--- src/rtl/asrv32_fetch_queue.sv ---
// asrv32 instruction fetch: pipelined Wishbone requests tagged with their PCs, a prefetch
// queue for returned words, and the IF/ID register that drains it.
module asrv32_fetch_queue #(
   parameter logic [31:0] PC_RESET = 32'h0000_0000,
   parameter int unsigned DEPTH    = 4
) (
   input  logic        i_clk,
   input  logic        i_rst_n,
   output logic        o_stb_inst,
   output logic [31:0] o_inst_addr,
   input  logic        i_stall_inst,
   input  logic        i_ack_inst,
   input  logic [31:0] i_inst,
   output logic [31:0] o_inst_ifid,
   output logic [31:0] o_pc_ifid,
   input  logic        i_writeback_change_pc,
   input  logic [31:0] i_writeback_next_pc,
   input  logic        i_alu_change_pc,
   input  logic [31:0] i_alu_next_pc,
   output logic        o_ce,
   input  logic        i_stall,
   input  logic        i_flush
);
   localparam int unsigned AW = $clog2(DEPTH);
   localparam int unsigned CW = AW + 1;

   typedef logic [AW-1:0] ptr_t;
   typedef logic [CW-1:0] cnt_t;

   localparam cnt_t DEPTH_C = cnt_t'(DEPTH);

   logic [31:0] tag_mem    [DEPTH];
   logic [31:0] q_inst_mem [DEPTH];
   logic [31:0] q_pc_mem   [DEPTH];

   logic [31:0] pc_q, pc_d;
   ptr_t        tag_wr_q, tag_wr_d, tag_rd_q, tag_rd_d;
   ptr_t        q_wr_q, q_wr_d, q_rd_q, q_rd_d;
   cnt_t        count_q, count_d, out_q, out_d, drop_q, drop_d;
   logic        ce_q, ce_d;
   logic [31:0] inst_ifid_q, inst_ifid_d, pc_ifid_q, pc_ifid_d;

   logic        redirect, accept, ack_ok, ack_keep, ack_drop, pop;
   logic [31:0] target;

   always_comb begin
      redirect = i_writeback_change_pc | i_alu_change_pc;
      target   = i_writeback_change_pc ? i_writeback_next_pc : i_alu_next_pc;
      // Credits cover both buffered words and every in-flight request, so the queue never overflows.
      o_stb_inst = i_rst_n && !redirect && ((count_q + out_q) < DEPTH_C);
      accept     = o_stb_inst && !i_stall_inst;
      ack_ok     = i_ack_inst && (out_q != '0);
      ack_keep   = ack_ok && (drop_q == '0);
      ack_drop   = ack_ok && (drop_q != '0);
      pop        = !i_stall && (count_q != '0);

      pc_d        = pc_q;
      tag_wr_d    = tag_wr_q;
      tag_rd_d    = tag_rd_q;
      q_wr_d      = q_wr_q;
      q_rd_d      = q_rd_q;
      count_d     = count_q + cnt_t'(ack_keep) - cnt_t'(pop);
      out_d       = out_q + cnt_t'(accept) - cnt_t'(ack_ok);
      drop_d      = drop_q - cnt_t'(ack_drop);
      ce_d        = ce_q;
      inst_ifid_d = inst_ifid_q;
      pc_ifid_d   = pc_ifid_q;

      if (accept) begin
         pc_d     = pc_q + 32'd4;
         tag_wr_d = tag_wr_q + ptr_t'(1);
      end
      if (ack_keep) begin
         tag_rd_d = tag_rd_q + ptr_t'(1);
         q_wr_d   = q_wr_q + ptr_t'(1);
      end
      if (!i_stall) begin
         ce_d = (count_q != '0) && !i_flush && !redirect;
         if (pop) begin
            inst_ifid_d = q_inst_mem[q_rd_q];
            pc_ifid_d   = q_pc_mem[q_rd_q];
            q_rd_d      = q_rd_q + ptr_t'(1);
         end
      end

      if (redirect) begin
         pc_d     = target;
         tag_wr_d = '0;
         tag_rd_d = '0;
         q_wr_d   = '0;
         q_rd_d   = '0;
         count_d  = '0;
         // Every request still in flight belongs to the abandoned stream.
         drop_d   = out_q - cnt_t'(ack_ok);
         ce_d     = 1'b0;
      end
   end

   always_ff @(posedge i_clk) begin
      if (accept) tag_mem[tag_wr_q] <= pc_q;
      if (ack_keep) begin
         q_inst_mem[q_wr_q] <= i_inst;
         q_pc_mem[q_wr_q]   <= tag_mem[tag_rd_q];
      end
   end

   always_ff @(posedge i_clk) begin
      if (!i_rst_n) begin
         pc_q        <= PC_RESET;
         tag_wr_q    <= '0;
         tag_rd_q    <= '0;
         q_wr_q      <= '0;
         q_rd_q      <= '0;
         count_q     <= '0;
         out_q       <= '0;
         drop_q      <= '0;
         ce_q        <= 1'b0;
         inst_ifid_q <= '0;
         pc_ifid_q   <= '0;
      end else begin
         pc_q        <= pc_d;
         tag_wr_q    <= tag_wr_d;
         tag_rd_q    <= tag_rd_d;
         q_wr_q      <= q_wr_d;
         q_rd_q      <= q_rd_d;
         count_q     <= count_d;
         out_q       <= out_d;
         drop_q      <= drop_d;
         ce_q        <= ce_d;
         inst_ifid_q <= inst_ifid_d;
         pc_ifid_q   <= pc_ifid_d;
      end
   end

   assign o_inst_addr = pc_q;
   assign o_ce        = ce_q;
   assign o_inst_ifid = inst_ifid_q;
   assign o_pc_ifid   = pc_ifid_q;

   // An ack with nothing outstanding is a bus error; the logic above ignores it.
   ack_needs_request: assert property (@(posedge i_clk) disable iff (!i_rst_n)
      i_ack_inst |-> (out_q != '0));

endmodule

--- config.mk ---
export PLATFORM = sky130hd
export DESIGN_NAME = asrv32_fetch_queue
export DESIGN_NICKNAME = d
export VERILOG_FILES = /design/src/rtl/asrv32_fetch_queue.sv
export SDC_FILE = /design/constraint.sdc
export NUM_CORES = 1
export LEC_CHECK = 0
export ABC_AREA = 0
export CAP_MARGIN = 5
export CORE_MARGIN = 8
export CORE_UTILIZATION = 40
export CTS_CLUSTER_DIAMETER = 120
export DETAILED_ROUTE_END_ITERATION = 8
export MAX_ROUTING_LAYER = met4
export PLACE_DENSITY_LB_ADDON = 0.3
export SYNTH_ARGS = -nofsm -noshare
export SYNTH_HDL_FRONTEND = slang
export SYNTH_SLANG_ARGS = --single-unit
--- constraint.sdc ---
create_clock -name i_clk -period 3.84 [get_ports i_clk]
set_input_delay 0.768 -clock i_clk [delete_from_list [all_inputs] [get_ports i_clk]]
set_output_delay 0.768 -clock i_clk [all_outputs]
set_load 0.005 [all_outputs]
Word-level counts from Yosys, hierarchy flattened

Memory sizes are Yosys's and may differ from the RTL's. A register that Yosys moved wholly into a read port is not among the register bits.
Index checks and enable logic that the tools add are counted.

Memories kept: 3
Register bits: 50
Bits in writable memories: 384
Bits in latches: 0
Bits of input ports: 104
Memory bits (read-only): 0

Eq/ne operators: 0
Shift-type cells: 0
Multiplexer cells: 10
Order comparisons: 1
Reduce and logical (&&, ||, !) cells: 22
Divide/modulo/power cells: 0
$mul: 0
$add $sub $neg: 12
Bitwise operators: 3

Memories:

| memory     | depth | width | read ports | clocked after Yosys merged registers in | wr ports | RTL line | RTL |
|---|---|---|---|---|---|---|---|
| q_inst_mem | 4     | 32    | 1          | 1                                       | 1        | 33       | `logic [31:0] q_inst_mem [DEPTH];` |
| q_pc_mem   | 4     | 32    | 1          | 1                                       | 1        | 34       | `logic [31:0] q_pc_mem [DEPTH];` |
| tag_mem    | 4     | 32    | 1          | 1                                       | 1        | 32       | `logic [31:0] tag_mem [DEPTH];` |

Operator list:

| cell                    | count |
|---|---|
| $mux W32                | 3 |
| $add A32 B3 Y32 const B | 1 |
| $sub A3 B1 Y3           | 4 |
| $logic_and A1 B1 Y1     | 9 |
| $reduce_bool A3 Y1      | 3 |
| $add A2 B1 Y2 const B   | 4 |
| $add A3 B1 Y3           | 2 |
| $logic_not A1 Y1        | 6 |
| $mux W1                 | 4 |
| $mux W2                 | 2 |
| $add A3 B3 Y3           | 1 |
| $logic_not A3 Y1        | 1 |
| $lt A3 B3 Y1 const B    | 1 |
| $mux W3                 | 1 |
| $not A1 Y1              | 2 |
| $reduce_and A2 Y1       | 1 |
| $reduce_bool A2 Y1      | 1 |
| $reduce_or A2 Y1        | 1 |
| $or A1 B1 Y1            | 1 |

Logic depth before layout (Yosys ltp)

Gate-level depths: netlist of the first run.

Depth after elaboration: 7
Mapped depth: 12

Worst setup path before layout of the first run

OpenSTA, ideal clock, no wires.

Path kind: in2reg
Start: in i_ack_inst
End: mem q_inst_mem[0][0] (enable)
Buffers on the path: 0
Arrival: 2.561 ns
Cell stages on the path: 2
Path slack: 0.850 ns
Setup time: 0.429 ns
Path through: o31a_1 -> and3_1

Word-level cells in the longest chain between the ends: 4

Ends and longest elaborated chain:

| element                       | RTL line | RTL |
|---|---|---|
| start, declared               | 12       | `input logic i_ack_inst,` |
| $logic_and A1 B1 Y1           | 52       | `ack_ok = i_ack_inst && (out_q != '0);` |
| $logic_and A1 B1 Y1           | 53       | `ack_keep = ack_ok && (drop_q == '0);` |
| $mux W1                       | 101      | `if (ack_keep) begin` |
| $mux W1 (implied by the code) | 102      | `q_inst_mem[q_wr_q] <= i_inst;` |
| end, declared                 | 33       |  |

Every way passes these cells.

Worst setup path after layout of the first run

Start: reg count_q[1]
End: out o_stb_inst

Word-level cells in the longest chain between the ends: 3

Ends and longest elaborated chain:

| element                | RTL line | RTL |
|---|---|---|
| start, declared        | 39       | `cnt_t count_q, count_d, out_q, out_d, drop_q, drop_d;` |
| start signal, assigned | 126      | `count_q <= count_d;` |
| $add A3 B3 Y3          | 50       | `o_stb_inst = i_rst_n && !redirect && ((count_q + out_q) < DEPTH_C);` |
| $lt A3 B3 Y1           | 50       |  |
| $logic_and A1 B1 Y1    | 50       |  |
| end, declared          | 9        | `output logic o_stb_inst,` |

Every way passes these cells.

==> flow_metrics.tcl, run 1 <==
set metrics [dict create \
    clk_slew_on_worst_s_h_paths_ns 0.06 \
    ctsHtreeMaxLevel 2 \
    all_layer_global_routing_usage_pct 15.81 \
    routedWlPerCell_um 20.75 \
    report.final.slew_viol_count 0 \
    worstMarginPinSlew_ns 1.107 \
    multiInputGateArea_um2 5080 \
    via_per_inst 5.335 \
    post-cts-setup-buffers 0 \
    layoutNonFillerInstCount 2053 \
    pre_cts_ws_ns 0.4419 \
    crit-reg2reg-capture "out_q[2]$_SDFF_PN0_" \
    tritoncts_num_sinks 500 \
    synth_largest_type_area_fraction_pct 59.87 \
    timing.rr.start "count_q[1]$_SDFF_PP0_" \
    worst-endpoint-required_ns 3.07 \
    synth.distinct_cells 58 \
    whs_ns 0.4501 \
    timing.slew.headroom_pct 26.19 \
    synth-seq-cells 500 \
    total_leakage_power_uw 0.007471 \
    rsz0062_at_grt "false" \
    io_pins 202 \
    area_of_all_sequential_standard_cells_um2 13860 \
    crit_path_end_kind "output port" \
    numPlacedInstances 1966 \
    setup_total_negative_slack_ns 0 \
    final_hold_viol_count 0 \
    start_kind "register" \
    crit_path_max_fanout 11 \
    die-area_um2 55430 \
    drive_above_1_share_pct 14.60 \
    port_buffers 201 \
    drt-initial-drc-count 761 \
    timing.final.crit_share_pct 85.12 \
    initial_cell_density_of_the_core_pct 40.43 \
    whs_endpoint "o_inst_ifid[14]$_SDFFE_PN0P_" \
    power_density_nw_per_um2 495.6 \
    via_count 10950 \
    synthMostInstantiatedCell "sky130_fd_sc_hd__edfxtp_1" \
    first_drt_pass_iteration_count 5 \
    post_synth.cell_area_avg_um2 16.23 \
    clockRootBuffer "sky130_fd_sc_hd__clkbuf_16" \
    rows 80 \
    nets 1526 \
    final_antenna_net_count 0 \
    cts.repair.resized 0 \
    async_flop_share_pct 0 \
    synth.largest_area_cell "sky130_fd_sc_hd__edfxtp_1" \
    synth_common_cells "384 x sky130_fd_sc_hd__edfxtp_1, 158 x sky130_fd_sc_hd__nand2_1, 116 x sky130_fd_sc_hd__dfxtp_1, 96 x sky130_fd_sc_hd__mux4_2, 86 x sky130_fd_sc_hd__a21oi_1" \
    synth.area.top_cells "sky130_fd_sc_hd__edfxtp_1 60%, sky130_fd_sc_hd__dfxtp_1 12%, sky130_fd_sc_hd__mux4_2 11%" \
    finalSetupViolCount 0 \
    area.growth.synth_to_final_pct 22.76 \
    synth_cells 1187 \
    synth-edff-count 384 \
    max_clock_freq_ghz 0.3060 \
    antenna_cells 0 \
    min_path_type "register to register" \
    routed_wl_um 42610 \
    clk_latency_ns 0.56 \
    sum_of_net_half_perimeters_after_detailed_placement_um 26150 \
    min_path_cells 2 \
    number_of_antenna_violations_at_the_first_check_in_global_routing 0 \
    result_of_the_run "finished clean" \
    critPathArrivalTime_ns 2.50 \
    gp_congestion 0.8325 \
    most_used_flip_flop_cell_after_synthesis "sky130_fd_sc_hd__edfxtp_1" \
    grt_max_degree 81 \
    postLayoutSetupSlackWorst_ns 0.5715 \
    seq_area_frac_synth_pct 71.92 \
    worst-r2r-cell-count 12 \
    min_period_ns 3.269 \
    timing.clock.skew_ns 0.01128 \
    ir_worst_vdd_uv 299.9 \
    netlist_area_um2 19260 \
    timing.reg2reg.setup_slack_ns 0.82 \
    cts_made_buffers 49 \
    die_h_um 235.4 \
    max_cap_viol_count 0 \
    drc 0 \
    core_region_area_um2 47650 \
    fillerInstances 4049 \
    grt_pass1_vias 11580 \
    min_from "o_inst_ifid[14]$_SDFFE_PN0P_" \
    postCtsHoldBufs 0 \
    synth.net_count 1311 \
    critical_path_class "register to output port" \
    cts_tree "built" \
    yosys_warnings 0 \
    first_pass_grt_wire_length_um 67390 \
    clock_tree.buffer_depth 3 \
    overflow 0 \
    dieWidth_um 235.4 \
]
[layout by cell type (no fill, tap or decap), types with 6 or more instances in the layout]
cell type	count
sky130_fd_sc_hd__a211oi_1	7
sky130_fd_sc_hd__a21oi_1	86
sky130_fd_sc_hd__a22oi_1	10
sky130_fd_sc_hd__a31oi_1	6
sky130_fd_sc_hd__and3_1	15
sky130_fd_sc_hd__buf_12	9
sky130_fd_sc_hd__buf_4	24
sky130_fd_sc_hd__clkbuf_1	19
sky130_fd_sc_hd__clkbuf_16	49
sky130_fd_sc_hd__clkdlybuf4s50_1	201
sky130_fd_sc_hd__clkinv_1	9
sky130_fd_sc_hd__clkinv_2	6
sky130_fd_sc_hd__dfxtp_1	112
sky130_fd_sc_hd__edfxtp_1	384
sky130_fd_sc_hd__ha_1	18
sky130_fd_sc_hd__inv_1	17
sky130_fd_sc_hd__mux2i_1	6
sky130_fd_sc_hd__mux4_2	96
sky130_fd_sc_hd__nand2_1	158
sky130_fd_sc_hd__nand3_1	19
sky130_fd_sc_hd__nor2_1	26
sky130_fd_sc_hd__nor2b_1	8
sky130_fd_sc_hd__nor3_1	17
sky130_fd_sc_hd__nor4_1	7
sky130_fd_sc_hd__o21ai_0	13
sky130_fd_sc_hd__o311ai_0	6
sky130_fd_sc_hd__xnor2_1	14
sky130_fd_sc_hd__xor2_1	6
[stage by stage]
step | cell area, um2 | util [%] | power [uW]
floorplan | 19260 | - | 6875
global placement | 22160 | 46.51 | 7338
detailed placement | 22160 | 46.51 | 7361
CTS | 23650 | 49.63 | 11880
global route | 23650 | 49.63 | 12190
finish | 23650 | 49.63 | 11720
[cell type report]
class                           count  share of cell area (%)
Multi-Input combinational cell    597                   21.48
Inverter                           20                  0.3175
Timing Repair Buffer              234                   10.03
Clock inverter                     19                  0.7937
Tap cell                          615                   3.254
Sequential cell                   500                   58.63
Clock buffer                       68                   5.487
[registers in the layout (all words and copies together), names as in the netlist, named ones only]
| name | flops |
|---|---|
| q_inst_mem | 128 |
| q_pc_mem | 128 |
| tag_mem | 128 |
| o_inst_addr | 32 |
| o_inst_ifid | 32 |
| o_pc_ifid | 32 |
| count_q | 3 |
| drop_q | 3 |
| out_q | 3 |
| q_rd_q | 2 |
| q_wr_q | 2 |
| tag_rd_q | 2 |
| tag_wr_q | 2 |
| o_ce | 1 |
[power breakdown]
part	leakage [uW]	switching (uW)	internal [uW]
sequential	0.00443	129	6090
clock	0.000719	1870	2610
combinational	0.00232	512	501
[critical path: stages, from the launching register on]
cell and delay (ns):
sky130_fd_sc_hd__dfxtp_1 0.42, sky130_fd_sc_hd__ha_1 0.26, sky130_fd_sc_hd__a31oi_1 0.29, sky130_fd_sc_hd__xor2_1 0.11
sky130_fd_sc_hd__buf_4 0.20, sky130_fd_sc_hd__nor2_1 0.13, sky130_fd_sc_hd__clkdlybuf4s50_1 0.53
[metal layers]
| metal | track usage, % | wire length [um] | vias up |
|---|---|---|---|
| li1 | - | - | 5047 |
| met1 | 20.59 | 19310 | 5508 |
| met2 | 24.99 | 19940 | 338 |
| met3 | 3.979 | 2660 | 60 |
| met4 | 3.485 | 704 | 0 |
| met5 | - | 0 | - |
[how the worst max path moves through the flow]
stage                          startpoint  slack, ns                         end
floorplan                      i_ack_inst       0.85  q_inst_mem[0][0]$_DFFE_PP_
global placement          i_alu_change_pc       0.46         out_q[2]$_SDFF_PN0_
detailed placement        i_alu_change_pc       0.44         out_q[2]$_SDFF_PN0_
CTS                 count_q[1]$_SDFF_PP0_       0.53                  o_stb_inst
global route        count_q[1]$_SDFF_PP0_       0.43                  o_stb_inst
finish              count_q[1]$_SDFF_PP0_       0.57                  o_stb_inst
[cells by family (layout without fill, tap and decap cells)]
group / after synthesis / count (layout) / share of synthesized area, %
buffers and inverters: 90 / 341 / 1.806
xor gates and xnor gates: 20 / 20 / 0.9095
and+or+nand+nor: 284 / 284 / 6.795
DFF: 500 / 500 / 71.92
AOI/OAI and AO/OA: 171 / 171 / 5.652
muxes: 102 / 102 / 11.54
adders and majority gates: 20 / 20 / 1.377
No activity file was read; power rests on OpenSTA's default activity.
==> run 2: changes to the inputs <==
CORE_UTILIZATION = 30   (was 40)
clock period = 3 ns   (was 3.84 ns; I/O delays follow)
==> run 2 against run 1 <==
Largest cell class unchanged. Clock-buffer cell count increased by 5. Critical path type is now input port to output port. Worst hold slack better by 0.00087 ns. Non-clock buffer count grew 24. Core utilization decreased by 11 points. Power rose by 37%. Clock power grew 49%. Critical path depth is 1 lower. Highest routed layer unchanged. Setup slack worse by 0.45 ns.
==> flow_metrics.tcl, run 2 (synthesized netlist as in run 1, its figures left out) <==
set metrics [dict create \
    timing.slew.headroom_pct 40.33 \
    clockRootBuffer "sky130_fd_sc_hd__clkbuf_16" \
    crit_path_max_fanout 35 \
    clk_latency_ns 0.60 \
    via_count 11080 \
    power_density_nw_per_um2 653.2 \
    min_path_type "register to register" \
    nets 1554 \
    result_of_the_run "finished clean" \
    grt_pass1_vias 11850 \
    routedWlPerCell_um 20.04 \
    drc 0 \
    crit_path_end_kind "output port" \
    min_period_ns 2.879 \
    antenna_cells 0 \
    all_layer_global_routing_usage_pct 13.01 \
    mostFrequentLayoutCell "sky130_fd_sc_hd__edfxtp_1" \
    grt_max_degree 67 \
    sum_of_net_half_perimeters_after_detailed_placement_um 30000 \
    cts_made_buffers 53 \
    total_leakage_power_uw 0.007772 \
    die-area_um2 72570 \
    critical_path_class "input port to output port" \
    worst-endpoint-required_ns 2.40 \
    cts_tree "built" \
    number_of_antenna_violations_at_the_first_check_in_global_routing 0 \
    io_pins 202 \
    report.final.slew_viol_count 0 \
    area.growth.synth_to_final_pct 27.43 \
    setup_total_negative_slack_ns 0 \
    timing.clock.skew_ns 0.02039 \
    final_hold_viol_count 0 \
    clk_slew_on_worst_s_h_paths_ns 0.06 \
    start_kind "input port" \
    fillerInstances 6013 \
    whs_ns 0.4510 \
    drt-initial-drc-count 663 \
    final_cell_mix "384 x sky130_fd_sc_hd__edfxtp_1, 201 x sky130_fd_sc_hd__clkdlybuf4s50_1, 158 x sky130_fd_sc_hd__nand2_1" \
    tritoncts_num_sinks 500 \
    timing.final.crit_share_pct 95.96 \
    finalSetupViolCount 0 \
    drive_above_1_share_pct 17.50 \
    port_buffers 201 \
    max_clock_freq_ghz 0.3474 \
    max_cap_viol_count 0 \
    ir_worst_vdd_uv 363.3 \
    largestRegisters "q_inst_mem (128), q_pc_mem (128), tag_mem (128)" \
    dieWidth_um 269.4 \
    overflow 0 \
    first_drt_pass_iteration_count 5 \
    p_total_uw 16030 \
    first_pass_grt_wire_length_um 71830 \
    die_h_um 269.4 \
    core_region_area_um2 64000 \
    rsz0062_at_grt "false" \
    rows 93 \
    clock_tree.buffer_depth 3 \
    ctsHtreeMaxLevel 2 \
    initial_cell_density_of_the_core_pct 30.10 \
    critPathArrivalTime_ns 2.28 \
    worstMarginPinSlew_ns 0.8933 \
    via_per_inst 4.755 \
    routed_wl_um 46670 \
    final_antenna_net_count 0 \
    postCtsHoldBufs 0 \
    gp_congestion 0.8383 \
]
## run 2: area by class of cell
class	count	area [um2]	share of cell area, %
well taps	855	1070	4.358
repair buffers	258	2628	10.70
clock inverters	26	324.1	1.320
inverters	20	76.32	0.3110
flip-flops and latches	500	13860	56.48
multi-input cells	597	5102	20.79
clock buffers	73	1481	6.036
## run 2: what timing repair did
item	4_1_cts	5_1_grt
gates cloned	0	0
setup endpoints to repair	1	1
setup buffers	1	0
pin swaps	1	0
resized for setup	1	3
## run 2: metrics by stage
stage                     cells  area, um2  utilization [%]  setup WS, ns
after global placement     2229      22710            35.48       0.08053
after CTS                  2329      24530            38.32      0.006385
after floorplan            1187      19260                -        0.1775
final                      2329      24540            38.35        0.1212
after global routing       2329      24540            38.35       0.03054
after detailed placement   2229      22710            35.48       0.04323
## run 2: critical path, cell delays in order
cell and delay [ns]:
sky130_fd_sc_hd__clkdlybuf4s50_1 0.51, sky130_fd_sc_hd__buf_4 0.38, sky130_fd_sc_hd__nand2_1 0.13, sky130_fd_sc_hd__nor2_1 0.12
sky130_fd_sc_hd__clkdlybuf4s50_1 0.53
## run 2: worst paths after layout
| path | startpoint | end | slack (ns) | depth (start not counted) |
|---|---|---|---|---|
| setup / recovery | i_rst_n | o_stb_inst | 0.12 | 5 |
| hold / removal | o_inst_ifid[1]$_SDFFE_PN0P_ | o_inst_ifid[1]$_SDFFE_PN0P_ | 0.45 | 2 |
| setup reg to reg | out_q[1]$_SDFF_PN0_ | out_q[2]$_SDFF_PN0_ | 0.42 | 11 |
| hold reg to reg | o_inst_ifid[1]$_SDFFE_PN0P_ | o_inst_ifid[1]$_SDFFE_PN0P_ | 0.45 | 2 |
## run 2: per-layer routing
layer	wire [um]	vias up	global-route usage, %
met5	0	-	-
met4	1054	0	3.697
met3	2345	77	2.664
met2	22330	333	21.06
met1	20940	5557	16.53
li1	-	5108	-
## run 2: report_power, final
| group | internal [uW] | switching, uW | total (uW) |
|---|---|---|---|
| combinational | 701 | 722 | 1420 |
| clock | 3990 | 2690 | 6680 |
| sequential | 7790 | 145 | 7930 |
==> run 3: changes to the inputs <==
ABC_AREA = unset   (was 0)
==> results of run 3 <==
The final DEF is identical to that of run 2; final timing and power are the same.
